<file path="config.mk">
export PLATFORM = sky130hd
export DESIGN_NAME = ctech_lib_and_tree_pipe
export DESIGN_NICKNAME = d
export VERILOG_FILES = /design/src/rtl/ctech_lib_and_tree_pkg.sv /design/src/rtl/ctech_lib_and_tree_stage.sv /design/src/rtl/ctech_lib_and_tree_pipe.sv
export SDC_FILE = /design/constraint.sdc
export NUM_CORES = 1
export LEC_CHECK = 0
export ABC_CLOCK_PERIOD_IN_PS = 820
export CAP_MARGIN = 10
export CORE_AREA = 2 2 39 41
export DETAILED_ROUTE_END_ITERATION = 16
export DIE_AREA = 0 0 41 43
export SLEW_MARGIN = 20
export SYNTH_ARGS = -nofsm -noshare
export SYNTH_HDL_FRONTEND = slang
export SYNTH_HIERARCHICAL = 1
export SYNTH_SLANG_ARGS = --single-unit
</file>
<file path="constraint.sdc">
create_clock -name clk -period 0.82 [get_ports clk]
set_input_delay 0.164 -clock clk [delete_from_list [all_inputs] [get_ports clk]]
set_output_delay 0.164 -clock clk [all_outputs]
set_load 0.03 [all_outputs]
</file>
<file path="src/rtl/ctech_lib_and_tree_pkg.sv">
// Shared helpers for the pipelined AND-reduction cell: tree sizing
// functions, legal parameter ranges and a parameter legality check.
`timescale 1ns/1ps
package ctech_lib_and_tree_pkg;

    localparam int N_IN_MIN  = 2;
    localparam int N_IN_MAX  = 16;
    localparam int WIDTH_MIN = 1;
    localparam int WIDTH_MAX = 64;
    localparam int LVLS_MIN  = 1;
    localparam int LVLS_MAX  = 4;

    // ceil(log2(n)): number of 2-input AND levels in a balanced tree.
    function automatic int tree_depth(input int n);
        int d = 0;
        for (int i = 0; i < 31; i++) begin
            if ((1 << d) < n) d++;
        end
        return d;
    endfunction

    // Number of register stages when each stage covers lvls tree levels.
    function automatic int num_stages(input int n, input int lvls);
        return (tree_depth(n) + lvls - 1) / lvls;
    endfunction

    // Operands remaining after s stages: ceil(n / 2^(lvls*s)).
    function automatic int ops_after(input int n, input int lvls, input int s);
        int sh = lvls * s;
        if (sh >= 30) return 1;
        return (n + (1 << sh) - 1) >> sh;
    endfunction

    // True when every parameter lies in its supported range.
    function automatic bit params_ok(input int n, input int w, input int lvls, input int inv);
        return (n >= N_IN_MIN) && (n <= N_IN_MAX) &&
               (w >= WIDTH_MIN) && (w <= WIDTH_MAX) &&
               (lvls >= LVLS_MIN) && (lvls <= LVLS_MAX) &&
               ((inv == 0) || (inv == 1));
    endfunction

endpackage

</file>
<file path="src/rtl/ctech_lib_and_tree_stage.sv">
// One registered stage of the AND tree: M_IN operands are reduced in
// groups of 2^LVLS to M_OUT operands, optionally inverted, then
// registered together with a valid bit. adv=0 holds both registers.
`timescale 1ns/1ps
module ctech_lib_and_tree_stage
    import ctech_lib_and_tree_pkg::*;
#(
    parameter int M_IN   = 2,
    parameter int WIDTH  = 1,
    parameter int LVLS   = 1,
    parameter int INVERT = 0,
    localparam int M_OUT = ops_after(M_IN, LVLS, 1)
) (
    input  logic                     clk,
    input  logic                     rst,
    input  logic                     adv,
    input  logic                     v_in,
    input  logic [M_IN*WIDTH-1:0]    d_in,
    output logic                     v_out,
    output logic [M_OUT*WIDTH-1:0]   d_out
);

    localparam int GRP = 1 << LVLS;

    logic [M_OUT*WIDTH-1:0] red;

    // Operand index beyond the last real operand maps back onto the last
    // one; AND is idempotent, so re-using it equals the all-ones pass-through
    // of an odd operand in a balanced tree.
    function automatic int src_idx(input int n);
        return (n < M_IN) ? n : M_IN - 1;
    endfunction

    // Group-wise AND reduction, inverted in front of the register when asked.
    always_comb begin
        red = '1;
        for (int k = 0; k < M_OUT; k++) begin
            for (int i = 0; i < GRP; i++) begin
                red[k*WIDTH +: WIDTH] = red[k*WIDTH +: WIDTH] &
                                        d_in[src_idx(k*GRP + i)*WIDTH +: WIDTH];
            end
        end
        if (INVERT != 0) red = ~red;
    end

    // Stage registers: data loads on every advancing cycle regardless of valid.
    always_ff @(posedge clk or posedge rst) begin
        if (rst) begin
            v_out <= 1'b0;
            d_out <= '0;
        end else if (adv) begin
            v_out <= v_in;
            d_out <= red;
        end
    end

endmodule

</file>
<file path="src/rtl/ctech_lib_and_tree_pipe.sv">
// Pipelined N_IN x WIDTH AND (optionally NAND) reduction with a valid bit
// travelling alongside the data. Latency = num_stages(N_IN, LVLS_PER_STAGE).
// Optional feature macro: CTECH_LIB_AND_TREE_STALL_EN adds a stall input
// that freezes every stage register and blocks input sampling.
// Handshake: a sample is taken on each advancing rising edge; in_valid marks
// it meaningful. out_valid marks o meaningful. There is no ready signal; with
// stall, upstream keeps its sample steady until stall drops.
`timescale 1ns/1ps
module ctech_lib_and_tree_pipe
    import ctech_lib_and_tree_pkg::*;
#(
    parameter int N_IN           = 4,
    parameter int WIDTH          = 1,
    parameter int LVLS_PER_STAGE = 1,
    parameter int INVERT         = 0
) (
    input  logic                   clk,
    input  logic                   rst,
    input  logic                   in_valid,
    input  logic [N_IN*WIDTH-1:0]  a,
    output logic                   out_valid,
    output logic [WIDTH-1:0]       o
`ifdef CTECH_LIB_AND_TREE_STALL_EN
    ,
    input  logic                   stall
`endif
);

    localparam int S = num_stages(N_IN, LVLS_PER_STAGE);

    if (!params_ok(N_IN, WIDTH, LVLS_PER_STAGE, INVERT)) begin : g_param_check
        $fatal(1, "ctech_lib_and_tree_pipe: illegal parameters N_IN=%0d WIDTH=%0d LVLS_PER_STAGE=%0d INVERT=%0d",
               N_IN, WIDTH, LVLS_PER_STAGE, INVERT);
    end

    logic adv;

`ifdef CTECH_LIB_AND_TREE_STALL_EN
    assign adv = ~stall;
`else
    assign adv = 1'b1;
`endif

    for (genvar s = 0; s < S; s++) begin : g_stg
        localparam int M_IN  = ops_after(N_IN, LVLS_PER_STAGE, s);
        localparam int M_OUT = ops_after(N_IN, LVLS_PER_STAGE, s + 1);

        logic [M_IN*WIDTH-1:0]  d_in;
        logic                   v_in;
        logic [M_OUT*WIDTH-1:0] d_q;
        logic                   v_q;

        if (s == 0) begin : g_first
            assign d_in = a;
            assign v_in = in_valid;
        end else begin : g_next
            assign d_in = g_stg[s-1].d_q;
            assign v_in = g_stg[s-1].v_q;
        end

        ctech_lib_and_tree_stage #(
            .M_IN   (M_IN),
            .WIDTH  (WIDTH),
            .LVLS   (LVLS_PER_STAGE),
            .INVERT ((s == S - 1) ? INVERT : 0)
        ) u_stage (
            .clk   (clk),
            .rst   (rst),
            .adv   (adv),
            .v_in  (v_in),
            .d_in  (d_in),
            .v_out (v_q),
            .d_out (d_q)
        );
    end

    assign o         = g_stg[S-1].d_q;
    assign out_valid = g_stg[S-1].v_q;

endmodule

</file>
==> impl_metrics.csv <==
group,metric,value,unit
outcome,outcome,"complete, but fails checks",
outcome,violations,"negative setup slack",
timing,fin_ws,-0.118,ns
finish,layout-drive-gt1-share,20.5,%
worst_setup_path,path_max_fanout,2,
floorplan,start_util,15.0,%
clocking,clk_pin_slew,0.05,ns
route,drc_errors,0,
clocking,numCtsBuffers,3,
floorplan,dieArea,1760,µm²
worst_setup_path,cp-end-kind,"output port",
finish,nFillCells,158,
worst_setup_path,cp_cell_sequence,"buf_6",
worst_setup_path,slowest_delay,0.39,ns
timing,skew,0.00379,ns
clocking,cts-root-buf,"clkbuf_4",
placement,port-buffer-count,8,
route,wl,350,µm
worst_setup_path,critPathSlowestCell,"dfrtp_1",
synth,synthArstFlopShare,100,%
clocking,cts.sinks,5,
synth,syn_inst,19,
hold_path,hold_path.class,"primary input to async pin",
timing,final.setup.tns,-0.227,ns
clocking,cts_buffer_depth,2,
timing,period_share,114,%
worst_setup_path,start_kind,"flop",
floorplan,fp.dieW,41,µm
synth,synth_top_area_share,60.2,%
power_and_ir_drop,powerDensity,1870,nW/µm²
clocking,htreeDepth,1,
worst_setup_path,cp_num_buf_inv,1,
synth,yosys-top-cells-area,"dfrtp_1 (60%), mux2_4 (14%), inv_1 (9.0%), nand3_1 (7.2%), o21ai_0 (7.2%)",
global_route,grt_overflow_total,0,
finish,n_antenna_cell,0,
power_and_ir_drop,total_power,0.000691,W
global_route,grt_max_degree,4,
route,vias,175,
worst_setup_path,crit_family,"flip-flops",
floorplan,die_height,43,µm
timing,rsz0062_at_grt,"true",
global_route,grt_pass1_vias,163,
synth,ys_ff_latch,5,
route,drt_iter0_drc,2,
global_route,grtUsageTotal,6.25,%
finish,final_util,26.8,%
floorplan,ioPinCount,9,
synth,synth_cell_types,6,
global_route,antenna_found_initial,0,
timing,timing.fmax,1070,MHz
route,wl_per_cell,6.36,µm
timing,finalHoldViolCount,0,
power_and_ir_drop,vdd.ir_drop.worst,0.000530,V
synth,yosys.area.top_type,"dfrtp_1",
clocking,cts_hold_buf,0,
synth,yosysWarningCount,6,
floorplan,rows,14,
route,ant_nets,0,
timing,drv_slew,0,
placement,pre_cts_slack,-0.115,ns
clocking,insertion_delay,0.24,ns
global_route,grt_first_pass_wirelength,634,µm
worst_setup_path,cp.required,0.66,ns
timing,finalSetupViolCount,2,
route,via_per_inst,3.18,
flow_run,max_cap_violations,0,
synth,syn_area_per_cell,10.9,µm²
synth,yosys-top-cells-count,"dfrtp_1 (5), inv_1 (5), nand3_1 (3), o21ai_0 (3), mux2_4 (2)",
worst_setup_path,arrival,0.77,ns
placement,gp_congestion,0.623,
finish,area.growth.synth_to_final,78.3,%
clocking,cts_tree,"done",
synth,synthFlopType,"dfrtp_1",
worst_setup_path,worstSetupPathType,"flop to output port",
floorplan,core,1380,µm²
synth,yosysSeqAreaShare,60.2,%
timing,fin_crit,0.938,ns
synth,synth-edff-count,0,
finish,final_nets,47,
route,drt-pass1-iter-count,2,
power_and_ir_drop,p_leak,0.185,nW
synth,syn_area,208,µm²
-- cell families after synthesis --
logic type             Yosys count  share of synthesized area, %
buffers and inverters            5                          9.04
multiplexers                     2                          14.5
AO/OA/AOI/OAI                    3                          7.23
flip-flops                       5                          60.2
AND/OR/NAND/NOR                  3                          7.23
other                            1                          1.81
-- repair_timing --
action,4_1_cts,5_1_grt
buffers inserted,0,1
setup endpoints to repair,2,2
cloned,0,0
resized for setup,2,0
-- cell type report --
cell class / count / area, µm² / share of cell area, %
Multi-Input combinational cell: 16 / 90.1 / 24.3
Sequential cell: 5 / 125 / 33.8
Inverter: 5 / 18.8 / 5.07
Tap cell: 16 / 20.0 / 5.41
Timing Repair Buffer: 9 / 90.1 / 24.3
Clock buffer: 4 / 26.3 / 7.09
-- layer usage --
| layer | routed length [µm] | share of wire (%) | global-route usage [%] |
|---|---|---|---|
| met5 | 0 | 0 | 0 |
| met3 | 31 | 8.9 | 4.71 |
| met4 | 4 | 1.1 | 8.00 |
| met1 | 150 | 43 | 6.84 |
| met2 | 163 | 47 | 6.25 |
-- flip-flops by register name (all words and copies together) (netlist names) --
register             flops
g_stg.u_stage/d_out      3
g_stg.u_stage/v_out      2
-- stage by stage --
stage	hold slack, ns	area [µm²]	std cells
2_1_floorplan	-0.0948	234	26
3_3_place_gp	0.363	329	50
3_5_place_dp	0.366	329	50
4_1_cts	0.109	363	54
5_1_grt	0.129	370	55
6_report	0.104	370	55
-- layout by cell type, fill, tap and decap left out --
| cell type | count |
|---|---|
| conb_1 | 8 |
| clkdlybuf4s50_1 | 6 |
| inv_1 | 5 |
| dfrtp_1 | 5 |
| clkbuf_4 | 3 |
| nand3_1 | 3 |
| o21ai_0 | 3 |
| mux2_4 | 2 |
| buf_6 | 2 |
| clkbuf_1 | 1 |
| buf_4 | 1 |
-- power by group --
| group | switching (W) | internal [W] |
|---|---|---|
| combinational | 0.0000468 | 0.0000743 |
| clock | 0.000103 | 0.000184 |
| sequential | 0.0000137 | 0.000270 |
| total | 0.000163 | 0.000528 |
-- final timing paths --
path                                                       start                                    end  slack (ns)  depth (start not counted)
min reg2reg                g_stg[0].u_stage/d_out[1]$_DFFE_PP0P_     g_stg[1].u_stage/d_out$_DFFE_PP0P_        0.50                          2
min                                                          rst     g_stg[1].u_stage/d_out$_DFFE_PP0P_        0.10                          2
max                           g_stg[1].u_stage/v_out$_DFFE_PP0P_                              out_valid       -0.12                          1
min in group clk           g_stg[0].u_stage/d_out[1]$_DFFE_PP0P_     g_stg[1].u_stage/d_out$_DFFE_PP0P_        0.50                          2
max in group asynchronous                                    rst  g_stg[0].u_stage/d_out[1]$_DFFE_PP0P_        0.55                          2
max reg2reg                   g_stg[0].u_stage/v_out$_DFFE_PP0P_     g_stg[1].u_stage/v_out$_DFFE_PP0P_        0.07                          1
Note: power is estimated with default switching activity, not from simulation.
==> edit 1: new RTL, same flow settings <==
The parameter `N_IN` goes from 4 to 3.
--- a/src/rtl/ctech_lib_and_tree_pipe.sv
+++ b/src/rtl/ctech_lib_and_tree_pipe.sv
@@ -9,7 +9,7 @@
 module ctech_lib_and_tree_pipe
     import ctech_lib_and_tree_pkg::*;
 #(
-    parameter int N_IN           = 4,
+    parameter int N_IN           = 3,
     parameter int WIDTH          = 1,
     parameter int LVLS_PER_STAGE = 1,
     parameter int INVERT         = 0
Ports: changed (resized a); port bits go from 9 to 8. No check against the original RTL was run, so the function may have changed too.
==> edit 1 against the original RTL <==
- worst setup slack improved by 6.1 ps
- wire length decreased by 13%
- power decreased by 1.6%
- area after synthesis decreased by 3.0%
- non-clock buffer count decreased by 2
- the flow still finishes with violations (negative setup slack)
- largest power group is now registers
- final area decreased by 7.4%
- sequential cell count unchanged
- core utilization decreased by 2.0 points
- critical path type unchanged
==> edit 1: results <==
{
  "status": "finished, violations left",
  "dr.pass1.iters": 4,
  "pre_cts_ws_ps": -134,
  "setup_viol": 2,
  "finalWorstSetupSlack_ps": -112,
  "vdd_ir_drop_max_v": 0.000481,
  "vias": 152,
  "use_met3": 0.0628,
  "yosys-top-cells-area": "dfrtp_1 (62%), mux2_2 (11%), inv_1 (7.5%), mux2_4 (7.5%), nand3_1 (5.0%)",
  "p_sw_frac": 0.234,
  "layout-drive-gt1-share": 0.235,
  "io_buffers": 7,
  "skew_ps": 2.15,
  "ys_seq_area_frac": 0.621,
  "grt_use_total": 0.0635,
  "grt_pass1_vias": 177,
  "fin_nets": 41,
  "diodes": 0,
  "placed_cells": 46,
  "clk_latency_ps": 240,
  "fillers": 164,
  "grtUsageMet2": 0.0656,
  "drtIter0Drc": 3,
  "leakagePower_nw": 0.167,
  "violations": "negative setup slack",
  "netlist_instances": 17,
  "rrSetupSlack_ps": 80,
  "synth_commonest_cells": "dfrtp_1 (5), inv_1 (4), mux2_2 (2), nand3_1 (2), o21ai_0 (2)",
  "grt_use_met1": 0.0586,
  "grt_pass1_wl_um": 627,
  "grt_start_max_net_pins": 4,
  "hold_ws_ps": 110,
  "avgRoutedWirePerCell_um": 6.12,
  "layout.cells.non_filler": 50,
  "finalWeightedCongestion": 0.644,
  "ys_types": 7,
  "dr_wl_met3_um": 36,
  "met2_length_um": 139,
  "wl_met1_um": 125
}
-- edit 1: path summary, 6_finish.rpt --
check	cells after the start	from	to
max reg2reg	1	g_stg[0].u_stage/v_out	g_stg[1].u_stage/v_out
max in group asynchronous	2	rst	g_stg[0].u_stage/d_out[1]
min	2	rst	g_stg[1].u_stage/v_out
min in group clk	3	a[0]	g_stg[0].u_stage/d_out[0]
max	1	g_stg[1].u_stage/v_out	out_valid
min reg2reg	1	g_stg[0].u_stage/v_out	g_stg[1].u_stage/v_out
-- edit 1: layout make-up --
cell class | count | area (µm²) | area share
Multi-Input combinational cell | 14 | 83.8 | 0.245
Tap cell | 16 | 20.0 | 0.0584
Timing Repair Buffer | 7 | 72.6 | 0.212
Sequential cell | 5 | 125 | 0.365
Clock buffer | 4 | 26.3 | 0.0766
Inverter | 4 | 15.0 | 0.0438
-- edit 1: per-stage QoR --
stage / power, mW / area [µm²] / TNS [ps]
CTS: 0.694 / 343 / -250
global route: 0.734 / 343 / -295
detailed placement: 0.396 / 309 / -281
floorplan: 0.346 / 224 / 0
global placement: 0.394 / 309 / -267
finish: 0.681 / 343 / -219
-- edit 1: power groups by stage --
| stage | logic [mW] | clock network (mW) | registers (mW) |
|---|---|---|---|
| global route | 0.124 | 0.318 | 0.291 |
| detailed placement | 0.106 | 0 | 0.290 |
| CTS | 0.113 | 0.293 | 0.289 |
| floorplan | 0.0369 | 0 | 0.309 |
| finish | 0.111 | 0.282 | 0.288 |
| global placement | 0.105 | 0 | 0.289 |
-- edit 1: cell families after synthesis --
logic type             synth area share
AOI/OAI and AO/OA                0.0497
DFF                               0.621
other                            0.0186
buffers and inverters            0.0745
muxes                             0.186
and+or+nand+nor                  0.0497
==> edit 2: new RTL, same settings <==
Without the edit above. Make the reset (`rst`) synchronous in one clocked block.
--- a/src/rtl/ctech_lib_and_tree_stage.sv
+++ b/src/rtl/ctech_lib_and_tree_stage.sv
@@ -44,7 +44,7 @@
     end
 
     // Stage registers: data loads on every advancing cycle regardless of valid.
-    always_ff @(posedge clk or posedge rst) begin
+    always_ff @(posedge clk) begin
         if (rst) begin
             v_out <= 1'b0;
             d_out <= '0;
Function: differs if rst is asserted again (counterexample within 4 cycles, from zero or initial values and one cycle with rst high); with rst held inactive, the same outputs for 10 cycles.
==> edit 2 against the original RTL <==
- the flow still finishes with violations (negative setup slack)
- non-clock buffer count is 1 lower
- via count stayed put
- wire length is 4.0% lower
- final area is 7.8% lower
- area after synthesis is 11% lower
- worst setup slack better by 84 ps
- sequential cell count stayed put
- global-route usage hardly changed
Power is not compared: it rests on default switching activity, and its combinational part moved more than twofold at a synthesized area within 25%.
==> edit 2: results <==
{
  "reg_top3": "g_stg.u_stage/d_out x3, g_stg.u_stage/v_out x2",
  "r2r-end": "g_stg[1].u_stage/v_out",
  "reg2reg_depth": 2,
  "cpMaxStageDelayCell": "dfxtp_2",
  "ys_seq_area_frac": 0.544,
  "drtIter0Drc": 0,
  "synthXorXnorAreaFrac": 0,
  "clock_path_buffers": 2,
  "violations": "negative setup slack",
  "cts_resized": 4,
  "drt_wl_total_um": 336,
  "diodes": 0,
  "fin_nets": 46,
  "critPathMaxStageDelay_ps": 330,
  "io_buffers": 8,
  "finalWeightedCongestion": 0.627,
  "clk_latency_ps": 240,
  "root_buffer": "clkbuf_4",
  "grt_start_max_net_pins": 6,
  "viasPerCell": 3.24,
  "numCtsBuffers": 3,
  "synth_most_common_cell": "dfxtp_1",
  "htreeDepth": 1,
  "critPathMaxFanout": 2,
  "arrival_ps": 690,
  "ys_warn_count": 6,
  "dpl_cell_area_um2": 305,
  "vdd_ir_drop_max_v": 0.000925,
  "hold_depth": 2,
  "synth.area.mux_share": 0.109,
  "cts_setup_buffers": 0,
  "ys_types": 8,
  "grt_pass1_wl_um": 621,
  "fillers": 152,
  "antenna_found_initial": 0,
  "layout-drive-gt1-share": 0.211,
  "synth_commonest_cells": "dfxtp_1 (5), nand2b_1 (3), nand3_1 (3)",
  "hp-start": "g_stg[0].u_stage/d_out[1]",
  "clk_pin_slew_ps": 40,
  "dr.pass1.iters": 1,
  "setup_viol": 2,
  "leakagePower_nw": 0.143,
  "hold_path_class": "register to register",
  "finalWorstSetupSlack_ps": -33.6,
  "synthAdderAreaFrac": 0,
  "setup_tns_ps": -64.2,
  "grt_use_total": 0.0623,
  "timing.rr.start": "g_stg[0].u_stage/v_out",
  "synth-compound-area-share": 0.102,
  "critPathTopFamily": "flip-flops",
  "skew_ps": 0.0705,
  "status": "finished, violations left",
  "yosys-top-cells-area": "dfxtp_1 (54%), mux2i_1 (11%), nand2b_1 (10%), nand3_1 (8.2%), a21oi_1 (5.4%)",
  "grt_pass1_vias": 166,
  "rrSetupSlack_ps": 210,
  "hold_ws_ps": 490,
  "async_flop_share": 0,
  "hold_end": "g_stg[1].u_stage/d_out"
}
[edit 2: kinds of logic after synthesis]
logic type / count (synthesis)
AOI/OAI and AO/OA: 3
DFF: 5
muxes: 2
other: 1
and+or+nand+nor: 8
[edit 2: layout make-up]
type	count	area (µm²)	area share
clock buffers	4	26.3	0.0769
multi-input cells	21	110	0.322
flip-flops and latches	5	103	0.300
well taps	16	20.0	0.0586
repair buffers	8	82.6	0.242
[edit 2: layer usage]
layer  part of all wire  vias to the layer above  GRT usage  routed length [µm]
li1                   -                       94          -                   -
met1               0.42                       71     0.0548                 141
met2               0.38                       10     0.0750                 128
met3               0.20                        0     0.0942                  67
met4                  0                        0     0.0200                   0
met5                  0                        -          0                   0
[edit 2: report_power, final]
part	internal, mW	total [mW]	leakage (nW)	switching [mW]
Sequential	0.253	0.257	0.0417	0.00434
Combinational	0.0384	0.0593	0.0863	0.0208
Clock	0.184	0.286	0.0150	0.102
[edit 2: per-stage QoR]
| stage | total power [mW] | setup slack (ps) | instances |
|---|---|---|---|
| finish | 0.602 | -33.6 | 54 |
| global route | 0.656 | -72.3 | 54 |
| CTS | 0.621 | -47.6 | 54 |
| detailed placement | 0.319 | -115 | 50 |
| global placement | 0.318 | -111 | 50 |
| floorplan | 0.282 | 181 | 26 |
[edit 2: worst max-delay path by stage]
stage	start	end	slack, ps	depth (start not counted)
global placement	rst	g_stg[1].u_stage/v_out	-110	2
global route	g_stg[1].u_stage/v_out	out_valid	-70	1
CTS	g_stg[1].u_stage/v_out	out_valid	-50	1
finish	g_stg[1].u_stage/v_out	out_valid	-30	1
floorplan	g_stg[1].u_stage/d_out	o	180	0
detailed placement	rst	g_stg[0].u_stage/v_out	-110	2
